[config.mk]
export PLATFORM = sky130hd
export DESIGN_NAME = pong_game_logic
export DESIGN_NICKNAME = d
export VERILOG_FILES = /design/src/rtl/pong_game_logic.sv
export SDC_FILE = /design/constraint.sdc
export NUM_CORES = 1
export LEC_CHECK = 0
export CAP_MARGIN = 5
export CORE_MARGIN = 2
export CORE_UTILIZATION = 38
export DETAILED_ROUTE_END_ITERATION = 16
export DONT_BUFFER_PORTS = 1
export SYNTH_ARGS = -nofsm -noshare
export SYNTH_HDL_FRONTEND = slang
export SYNTH_SLANG_ARGS = --single-unit
[constraint.sdc]
create_clock -name clk -period 4.32 [get_ports clk]
set_input_delay 0.432 -clock clk [delete_from_list [all_inputs] [get_ports clk]]
set_output_delay 0.432 -clock clk [all_outputs]
set_load 0.01 [all_outputs]
[src/rtl/pong_game_logic.sv]
// Frame-stepped Pong core: two paddles, one ball, scoring and serve/over sequencing.
// Build option: define PONG_SPEEDUP_EN to speed the ball up on every paddle hit.
//
// state | meaning
// IDLE  | after reset, waiting for btn_serve
// SERVE | ball parked at centre, 60-tick countdown
// PLAY  | ball in motion, walls/paddles/misses evaluated each tick
// OVER  | a player reached WIN_SCORE, waiting for btn_serve
module pong_game_logic #(
    parameter int PADDLE_STEP = 4,
    parameter int BALL_SPEED  = 2,
    parameter int WIN_SCORE   = 9,
    parameter int SPEED_MAX   = 6
) (
    input  logic       clk,
    input  logic       rst_n,
    input  logic       frame_tick,
    input  logic       btn_l_up,
    input  logic       btn_l_dn,
    input  logic       btn_r_up,
    input  logic       btn_r_dn,
    input  logic       btn_serve,
    output logic [9:0] paddle_left_pos,
    output logic [9:0] paddle_right_pos,
    output logic [9:0] ball_pos_x,
    output logic [9:0] ball_pos_y,
    output logic [3:0] score_left,
    output logic [3:0] score_right,
    output logic [1:0] state,
    output logic       game_over
);

    typedef enum logic [1:0] {IDLE = 2'd0, SERVE = 2'd1, PLAY = 2'd2, OVER = 2'd3} state_t;

    localparam int SPEED_TOP = (SPEED_MAX > BALL_SPEED) ? SPEED_MAX : BALL_SPEED;
    localparam int SPEED_W   = $clog2(SPEED_TOP + 1);

    localparam logic [9:0] PADDLE_HOME = 10'd215;
    localparam logic [9:0] PADDLE_MAX  = 10'd430;
    localparam logic [9:0] BALL_X0     = 10'd315;
    localparam logic [9:0] BALL_Y0     = 10'd235;
    localparam logic [5:0] SERVE_LOAD  = 6'd59;

    state_t               state_q, state_d;
    logic [9:0]           pl_q, pl_d, pr_q, pr_d;
    logic [9:0]           bx_q, bx_d, by_q, by_d;
    logic [3:0]           sl_q, sl_d, sr_q, sr_d;
    logic                 dx_q, dx_d, dy_q, dy_d;
    logic [SPEED_W-1:0]   spd_q, spd_d;
    logic [5:0]           cnt_q, cnt_d;
    logic                 go_q;

    logic signed [10:0]   step, nx, ny;
    logic                 l_ovl, r_ovl;

    function automatic logic [9:0] move_paddle(input logic [9:0] pos, input logic up,
                                               input logic dn);
        logic [10:0] p;
        p = {1'b0, pos};
        move_paddle = pos;
        if (up && !dn)
            move_paddle = (p < 11'(PADDLE_STEP)) ? 10'd0 : 10'(p - 11'(PADDLE_STEP));
        else if (dn && !up)
            move_paddle = ((p + 11'(PADDLE_STEP)) > {1'b0, PADDLE_MAX}) ? PADDLE_MAX
                                                                     : 10'(p + 11'(PADDLE_STEP));
    endfunction

    function automatic logic [SPEED_W-1:0] bumped(input logic [SPEED_W-1:0] s);
`ifdef PONG_SPEEDUP_EN
        bumped = (s >= SPEED_W'(SPEED_MAX)) ? s : s + 1'b1;
`else
        bumped = s;
`endif
    endfunction

    // Signed 11-bit candidates so a step past either edge is visible before clamping.
    assign step  = $signed(11'(spd_q));
    assign nx    = $signed({1'b0, bx_q}) + (dx_q ? step : -step);
    assign ny    = $signed({1'b0, by_q}) + (dy_q ? step : -step);
    assign l_ovl = (({1'b0, by_q} + 11'd10) > {1'b0, pl_q}) && ({1'b0, by_q} < ({1'b0, pl_q} + 11'd50));
    assign r_ovl = (({1'b0, by_q} + 11'd10) > {1'b0, pr_q}) && ({1'b0, by_q} < ({1'b0, pr_q} + 11'd50));

    always_ff @(posedge clk or negedge rst_n) begin
        if (!rst_n) begin
            state_q <= IDLE;
            pl_q    <= PADDLE_HOME;
            pr_q    <= PADDLE_HOME;
            bx_q    <= BALL_X0;
            by_q    <= BALL_Y0;
            sl_q    <= 4'd0;
            sr_q    <= 4'd0;
            dx_q    <= 1'b1;
            dy_q    <= 1'b1;
            spd_q   <= SPEED_W'(BALL_SPEED);
            cnt_q   <= 6'd0;
            go_q    <= 1'b0;
        end else begin
            state_q <= state_d;
            pl_q    <= pl_d;
            pr_q    <= pr_d;
            bx_q    <= bx_d;
            by_q    <= by_d;
            sl_q    <= sl_d;
            sr_q    <= sr_d;
            dx_q    <= dx_d;
            dy_q    <= dy_d;
            spd_q   <= spd_d;
            cnt_q   <= cnt_d;
            go_q    <= (state_d == OVER);
        end
    end

    always_comb begin
        state_d = state_q;
        pl_d    = pl_q;
        pr_d    = pr_q;
        bx_d    = bx_q;
        by_d    = by_q;
        sl_d    = sl_q;
        sr_d    = sr_q;
        dx_d    = dx_q;
        dy_d    = dy_q;
        spd_d   = spd_q;
        cnt_d   = cnt_q;
        if (frame_tick) begin
            if (state_q == SERVE || state_q == PLAY) begin
                pl_d = move_paddle(pl_q, btn_l_up, btn_l_dn);
                pr_d = move_paddle(pr_q, btn_r_up, btn_r_dn);
            end
            unique case (state_q)
                IDLE: begin
                    if (btn_serve) begin
                        state_d = SERVE;
                        cnt_d   = SERVE_LOAD;
                        spd_d   = SPEED_W'(BALL_SPEED);
                    end
                end
                SERVE: begin
                    bx_d = BALL_X0;
                    by_d = BALL_Y0;
                    if (cnt_q == 6'd0) state_d = PLAY;
                    else               cnt_d   = cnt_q - 6'd1;
                end
                PLAY: begin
                    if (ny <= 11'sd0) begin
                        by_d = 10'd0;
                        dy_d = 1'b1;
                    end else if (ny >= 11'sd470) begin
                        by_d = 10'd470;
                        dy_d = 1'b0;
                    end else begin
                        by_d = ny[9:0];
                    end
                    // Hits take priority over misses; a miss keeps dx, which already faces the loser.
                    if (!dx_q && nx <= 11'sd15 && l_ovl) begin
                        bx_d  = 10'd16;
                        dx_d  = 1'b1;
                        spd_d = bumped(spd_q);
                    end else if (dx_q && (nx + 11'sd10) >= 11'sd620 && r_ovl) begin
                        bx_d  = 10'd610;
                        dx_d  = 1'b0;
                        spd_d = bumped(spd_q);
                    end else if (!dx_q && nx <= 11'sd0) begin
                        sr_d    = sr_q + 4'd1;
                        bx_d    = BALL_X0;
                        by_d    = BALL_Y0;
                        cnt_d   = SERVE_LOAD;
                        spd_d   = SPEED_W'(BALL_SPEED);
                        state_d = (sr_d == 4'(WIN_SCORE)) ? OVER : SERVE;
                    end else if (dx_q && nx >= 11'sd630) begin
                        sl_d    = sl_q + 4'd1;
                        bx_d    = BALL_X0;
                        by_d    = BALL_Y0;
                        cnt_d   = SERVE_LOAD;
                        spd_d   = SPEED_W'(BALL_SPEED);
                        state_d = (sl_d == 4'(WIN_SCORE)) ? OVER : SERVE;
                    end else begin
                        bx_d = nx[9:0];
                    end
                end
                OVER: begin
                    if (btn_serve) begin
                        sl_d    = 4'd0;
                        sr_d    = 4'd0;
                        pl_d    = PADDLE_HOME;
                        pr_d    = PADDLE_HOME;
                        bx_d    = BALL_X0;
                        by_d    = BALL_Y0;
                        cnt_d   = SERVE_LOAD;
                        spd_d   = SPEED_W'(BALL_SPEED);
                        state_d = SERVE;
                    end
                end
            endcase
        end
    end

    assign paddle_left_pos  = pl_q;
    assign paddle_right_pos = pr_q;
    assign ball_pos_x       = bx_q;
    assign ball_pos_y       = by_q;
    assign score_left       = sl_q;
    assign score_right      = sr_q;
    assign state            = state_q;
    assign game_over        = go_q;

endmodule
* Yosys cells after proc, flatten, opt, wreduce, memory -nomap -nowiden
Cells that the tools add are included. Widths: inputs -> output; s select.
Word-level totals: register bits after elaboration 62, input bits 8, output and inout bits 51, logic and storage cells 155
Cells by class: add/sub/neg operators 14, $lt $le $gt $ge 14, equality and inequality tests 15, multiplexer cells 67, reductions and logical operators 33
Operators by type and width (count):
- $mux 10 | 26
- $pmux 10 s3 | 2
- $mux 6 | 6
- $mux 4 | 8
- $add 10x3->11 const B | 2
- $add 10x6->11 const B | 2
- $add 11x11->11 | 2
- $ge 11x11->1 const B | 2
- $gt 11x10->1 | 2
- $gt 11x9->1 const B | 2
- $le 11x1->1 const B | 2
- $lt 10x11->1 | 2
- $mux 11 | 2
- $lt 10x3->1 const B | 2
- $sub 10x3->10 const B | 2
- $mux 2 | 9
- $pmux 6 s3 | 1
- $reduce_and 6->1 | 3
- $pmux 4 s2 | 2
- $mux 3 | 5
- $logic_and 1x1->1 | 12
- $add 10x4->11 const B | 1
- $add 11x5->11 const B | 1
- $ge 11x10->1 const B | 1
- other kinds (22) | 44

* Logic depth before layout (Yosys ltp)
depth after elaboration 12, depth in mapped cells 15, mapped depth without buffers 14

* Worst setup path before layout
OpenSTA, ideal clock, no wires.
path type register -> register, from register dx_q, to register cnt_q[3], library setup time 0.120 ns, data arrival time 3.396 ns, data required time 4.200 ns, path slack 0.804 ns, cell stages (with the launch flop) 13, buffers on the path 1, period minus slack after synthesis 3.516 ns, path through dfstp_2 -> inv_1 -> fa_1 -> a211oi_2 -> o211ai_1 -> a211o_1 -> a2111oi_2 -> nand2_1 -> xnor3_2 -> o221ai_2 -> buf_6 -> or4_1 -> o211a_1
Between the ends: longest elaborated chain between the ends 8, elaborated cells between the ends (all ways) 22, classes of those cells add/sub (2); order compare (4); eq/ne (3); mux (5); reduce/logical (8)
RTL lines:
- start, declared | RTL line 48 | logic dx_q, dx_d, dy_q, dy_d;
- start signal, assigned | RTL line 92 | dx_q <= 1'b1;
- start signal, assigned | RTL line 105 | dx_q <= dx_d;
- $mux 11 | RTL line 78 | assign nx = $signed({1'b0, bx_q}) + (dx_q ? step : -step);
- $add 11x11->11 | RTL line 78
- $add 11x5->11 / $le 11x1->1 (equally long branches) | RTL line 159, 163
- $ge 11x11->1 / $logic_and 1x1->1 (equally long branches) | RTL line 159, 163
- $logic_and 1x1->1 / $mux 6 (equally long branches) | RTL line 159, 163
- $logic_and 1x1->1 / $mux 6 (equally long branches) | RTL line 159 | end else if (dx_q && (nx + 11'sd10) >= 11'sd620 && r_ovl) begin
- $ne 2x2->1 (no line) / $mux 6 (equally long branches)
- $reduce_and 6->1 (no line) / $pmux 6 s3 (equally long branches)
- end signal, assigned | RTL line 108 | cnt_q <= cnt_d;
- end, declared | RTL line 50 | logic [5:0] cnt_q, cnt_d;
Several ways; a longest one is shown, not always the timed one. The select of a mux whose other input is x is not followed. A chain may end at the register's enable or synchronous reset.

* Final worst setup path
from register dx_q, to register sl_q[2] (netlist: score_left[2])
Between the ends: longest elaborated chain between the ends 8, elaborated cells between the ends (all ways) 19, classes of those cells add/sub (2); order compare (4); eq/ne (4); mux (1); reduce/logical (8)
RTL lines:
- $mux 11 | RTL line 78
- $add 11x11->11 | RTL line 78
- $add 11x5->11 | RTL line 159
- $ge 11x11->1 | RTL line 159
- $logic_and 1x1->1 (2 in series) | RTL line 159
- $ne 2x2->1 (no line)
- $reduce_and 7->1 (no line) *
- end signal, assigned | RTL line 103 | sl_q <= sl_d;
- end, declared | RTL line 47 | logic [3:0] sl_q, sl_d, sr_q, sr_d;
Mark *: on every way between the ends. The rest lies on a longest branch, timed or not.

==> summary.md <==
| Metric | Value |
|---|---|
| Status | complete, no violations |
| Core Area | 17,100 µm² |
| EDFF count, synth | 0 |
| Clock slew at reported path FFs | around 0.060 ns |
| I/O Buffers | 0 |
| Syn nets | 919 |
| Setup crit end kind | flop |
| Worst-path maximum fanout | 8 |
| Vert. Die Dim | 135 µm |
| GRT Overall Usage | 0.218 |
| TritonCTS Buffers | 9 |
| Drt pass-1 iters | 5 |
| Min-Delay Path Class | primary input to flop |
| Die area | 18,300 µm² |
| R2r setup slk | 0.30 ns |
| Post-detailed-route wirelength per cell | between 15 and 20 µm |
| GRT overflow | 0 |
| Die width | between 100 and 150 µm |
| Max cap viols | 0 |
| Slew @ Worst Pin | around 0.9 ns |
| Sequential area share after synthesis | 0.230 |
| Latest clock arrival within the worst-skew pair | 0.34 ns |
| Largest net degree at the start of global routing | 60 |
| Worst setup SP type | flop |
| Final ANT Viol Nets | 0 |
| Crit Reg-Reg Startpoint | dx_q$_DFFE_PN1P_ |
| CTS tree | yes |
| Setup TNS after final layout | 0 ns |
| Worst EP arrival | around 4.3 ns |
| Via Count | roughly 6.4k |
| Hold Vio Cnt, Final | 0 |
| Synth warn | 0 |
| Diode count | 0 |
| Fin crit period | 4.02 ns |
| Gp weighted congestion | 0.890 |
| Routed WL | 19.4 mm |
| Synth Register Bits | 59 |
| Final Max Tran Viols | 0 |
| Worst Clk Skew | 0.00658 ns |
| Capturing point of the worst reg2reg path | score_left[2]$_DFFE_PN0P_ |
| Starting density of the core | 0.384 |
| FMAX | 0.248 GHz |
| CP Capture Point | score_left[2]$_DFFE_PN0P_ |
| Synth Instances | 831 |
| Row count | between 40 and 50 |
| Ports | 59 |
| Post-detail-place hpwl | 14.7 mm |
| Global-route wire length before repair | 31.8 mm |
| Initial antenna violation count | 0 |
| Clock Tree Buf Depth | 2 |
| RSZ-0062 raised after global routing | false |
| Mapped Area | 6550 µm² |
| Worst Reg-to-Reg Cells | 11 |
| Netlist cell types | 80 |
| Root buf cell | clkbuf_16 |
| Ys async rst share | 1.00 |
| Vias in the first global route | approximately 6k |
| Syn-to-layout area delta | 10.3% |
| Fin nets | 924 |
| CP Class | flop to flop |
| Main synth FF type | dfrtp_1 |
| DR iter-0 viols | 526 |
| Worst Setup SP | dx_q$_DFFE_PN1P_ |
| Drt drc | 0 |
| Slew headroom | 0.390 |
| Mean Syn Cell Area | 7.89 µm² |
| Tcrit/Tclk final | 0.932 |
| Clock Sinks | 59 |
| Worst Path Required | 4.58 ns |
| Share of layout cells above drive strength 1 | 0.0951 |
| H-tree levels | 3 |
| Via density | 6.02 |
| Post-CTS Setup Bufs | 0 |
| Number of setup violations in the final report | 0 |
==> per-stage QoR <==
step | util | cell area [µm²] | setup WS (ns) | instances | hold WS [ns]
floorplan | - | 6550 | 0.804 | 831 | 0.136
global placement | 0.404 | 6890 | 0.509 | 1048 | 0.139
detailed placement | 0.404 | 6890 | 0.347 | 1048 | 0.139
CTS | 0.424 | 7230 | 0.326 | 1066 | 0.181
global route | 0.424 | 7230 | 0.0196 | 1066 | 0.190
finish | 0.424 | 7230 | 0.295 | 1066 | 0.197
==> area by class of cell <==
class	count	area [µm²]
fillers	1750	9830
multi-input cells	692	4740
flip-flops and latches	59	1510
well taps	225	282
clock buffers	12	256
repair buffers	25	210
inverters	49	184
clock inverters	4	50.0
==> how the worst min path moves through the flow <==
stage	startpoint	to	slack [ns]	cells past startpoint
6_report	btn_r_dn	paddle_right_pos[9]$_DFFE_PN0P_	0.20	1
5_1_grt	frame_tick	paddle_left_pos[3]$_DFFE_PN0P_	0.19	1
4_1_cts	btn_r_dn	paddle_right_pos[9]$_DFFE_PN0P_	0.18	1
3_5_place_dp	rst_n	paddle_right_pos[9]$_DFFE_PN0P_	0.14	0
3_3_place_gp	rst_n	paddle_right_pos[8]$_DFFE_PN0P_	0.14	0
2_1_floorplan	rst_n	ball_pos_x[2]$_DFFE_PN0P_	0.14	0
==> cells in the mapped netlist (8+ instances only) <==
master	count	share of area
o21a_1	12	0.014
nor2b_1	12	0.011
inv_1	47	0.027
or3_1	9	0.0086
and2_1	9	0.0086
o31ai_1	12	0.014
nand4_1	14	0.013
o21ai_0	68	0.052
nor2_1	57	0.033
nand3_1	27	0.021
nor4_1	10	0.0095
xnor2_1	27	0.036
ha_1	78	0.15
nand2_1	70	0.040
nand2b_1	10	0.0095
dfrtp_1	33	0.13
a211o_1	8	0.011
a31oi_1	18	0.017
a21o_1	15	0.017
dfstp_2	26	0.10
clkbuf_1	28	0.016
nor3_1	24	0.018
o211ai_1	17	0.019
a21oi_1	67	0.051
and3_1	8	0.0076
==> flip-flops by register name, summed over array words and instances, names as in the netlist <==
register	flops
ball_pos_x	10
cnt_q	6
ball_pos_y	10
paddle_left_pos	10
score_left	4
score_right	4
game_over	1
dy_q	1
dx_q	1
state	2
paddle_right_pos	10
==> critical path, cell delays in order, from the launching register on <==
cell	delay, ns
dfstp_2	0.60
inv_1	0.18
fa_1	0.50
a211oi_2	0.28
o211ai_1	0.14
o21ai_0	0.40
nand2_1	0.16
nor4b_1	0.45
o211ai_1	0.26
o21ai_1	0.40
o21ai_0	0.30
o221ai_1	0.26
==> cell usage in the layout, fill, tap and decap left out, types with 26 or more instances in the layout <==
cell type / instances
ha_1: 78
nand2_1: 70
o21ai_0: 68
a21oi_1: 67
nor2_1: 57
inv_1: 47
dfrtp_1: 33
xnor2_1: 27
nand3_1: 27
dfstp_2: 26
==> logic make-up (layout without fill, tap and decap cells) <==
family                     count (synthesis)  after routing  synth area share
adders and majority gates                 81             81             0.157
DFF                                       59             59             0.230
muxes                                      4              4           0.00649
and+or+nand+nor                          282            282             0.217
xor gates and xnor gates                  33             33            0.0464
AOI/OAI and AO/OA                        292            292             0.296
buffers and inverters                     80             90            0.0472
==> repair_timing <==
action	in CTS	in global routing
hold endpoints to repair	59	0
hold buffers	2	0
resized for setup	0	0
==> per-layer routing <==
metal / vias up / wire [µm] / track usage
met4: 0 / 344 / 0.0648
met2: 218 / 9080 / 0.355
met3: 25 / 1180 / 0.0486
met5: - / 0 / 0
met1: 3041 / 8800 / 0.290
li1: 3138 / - / -
Power is left out: the tool's default activity adds up to more than one toggle a clock period on the data nets, which glitch-free logic cannot reach.
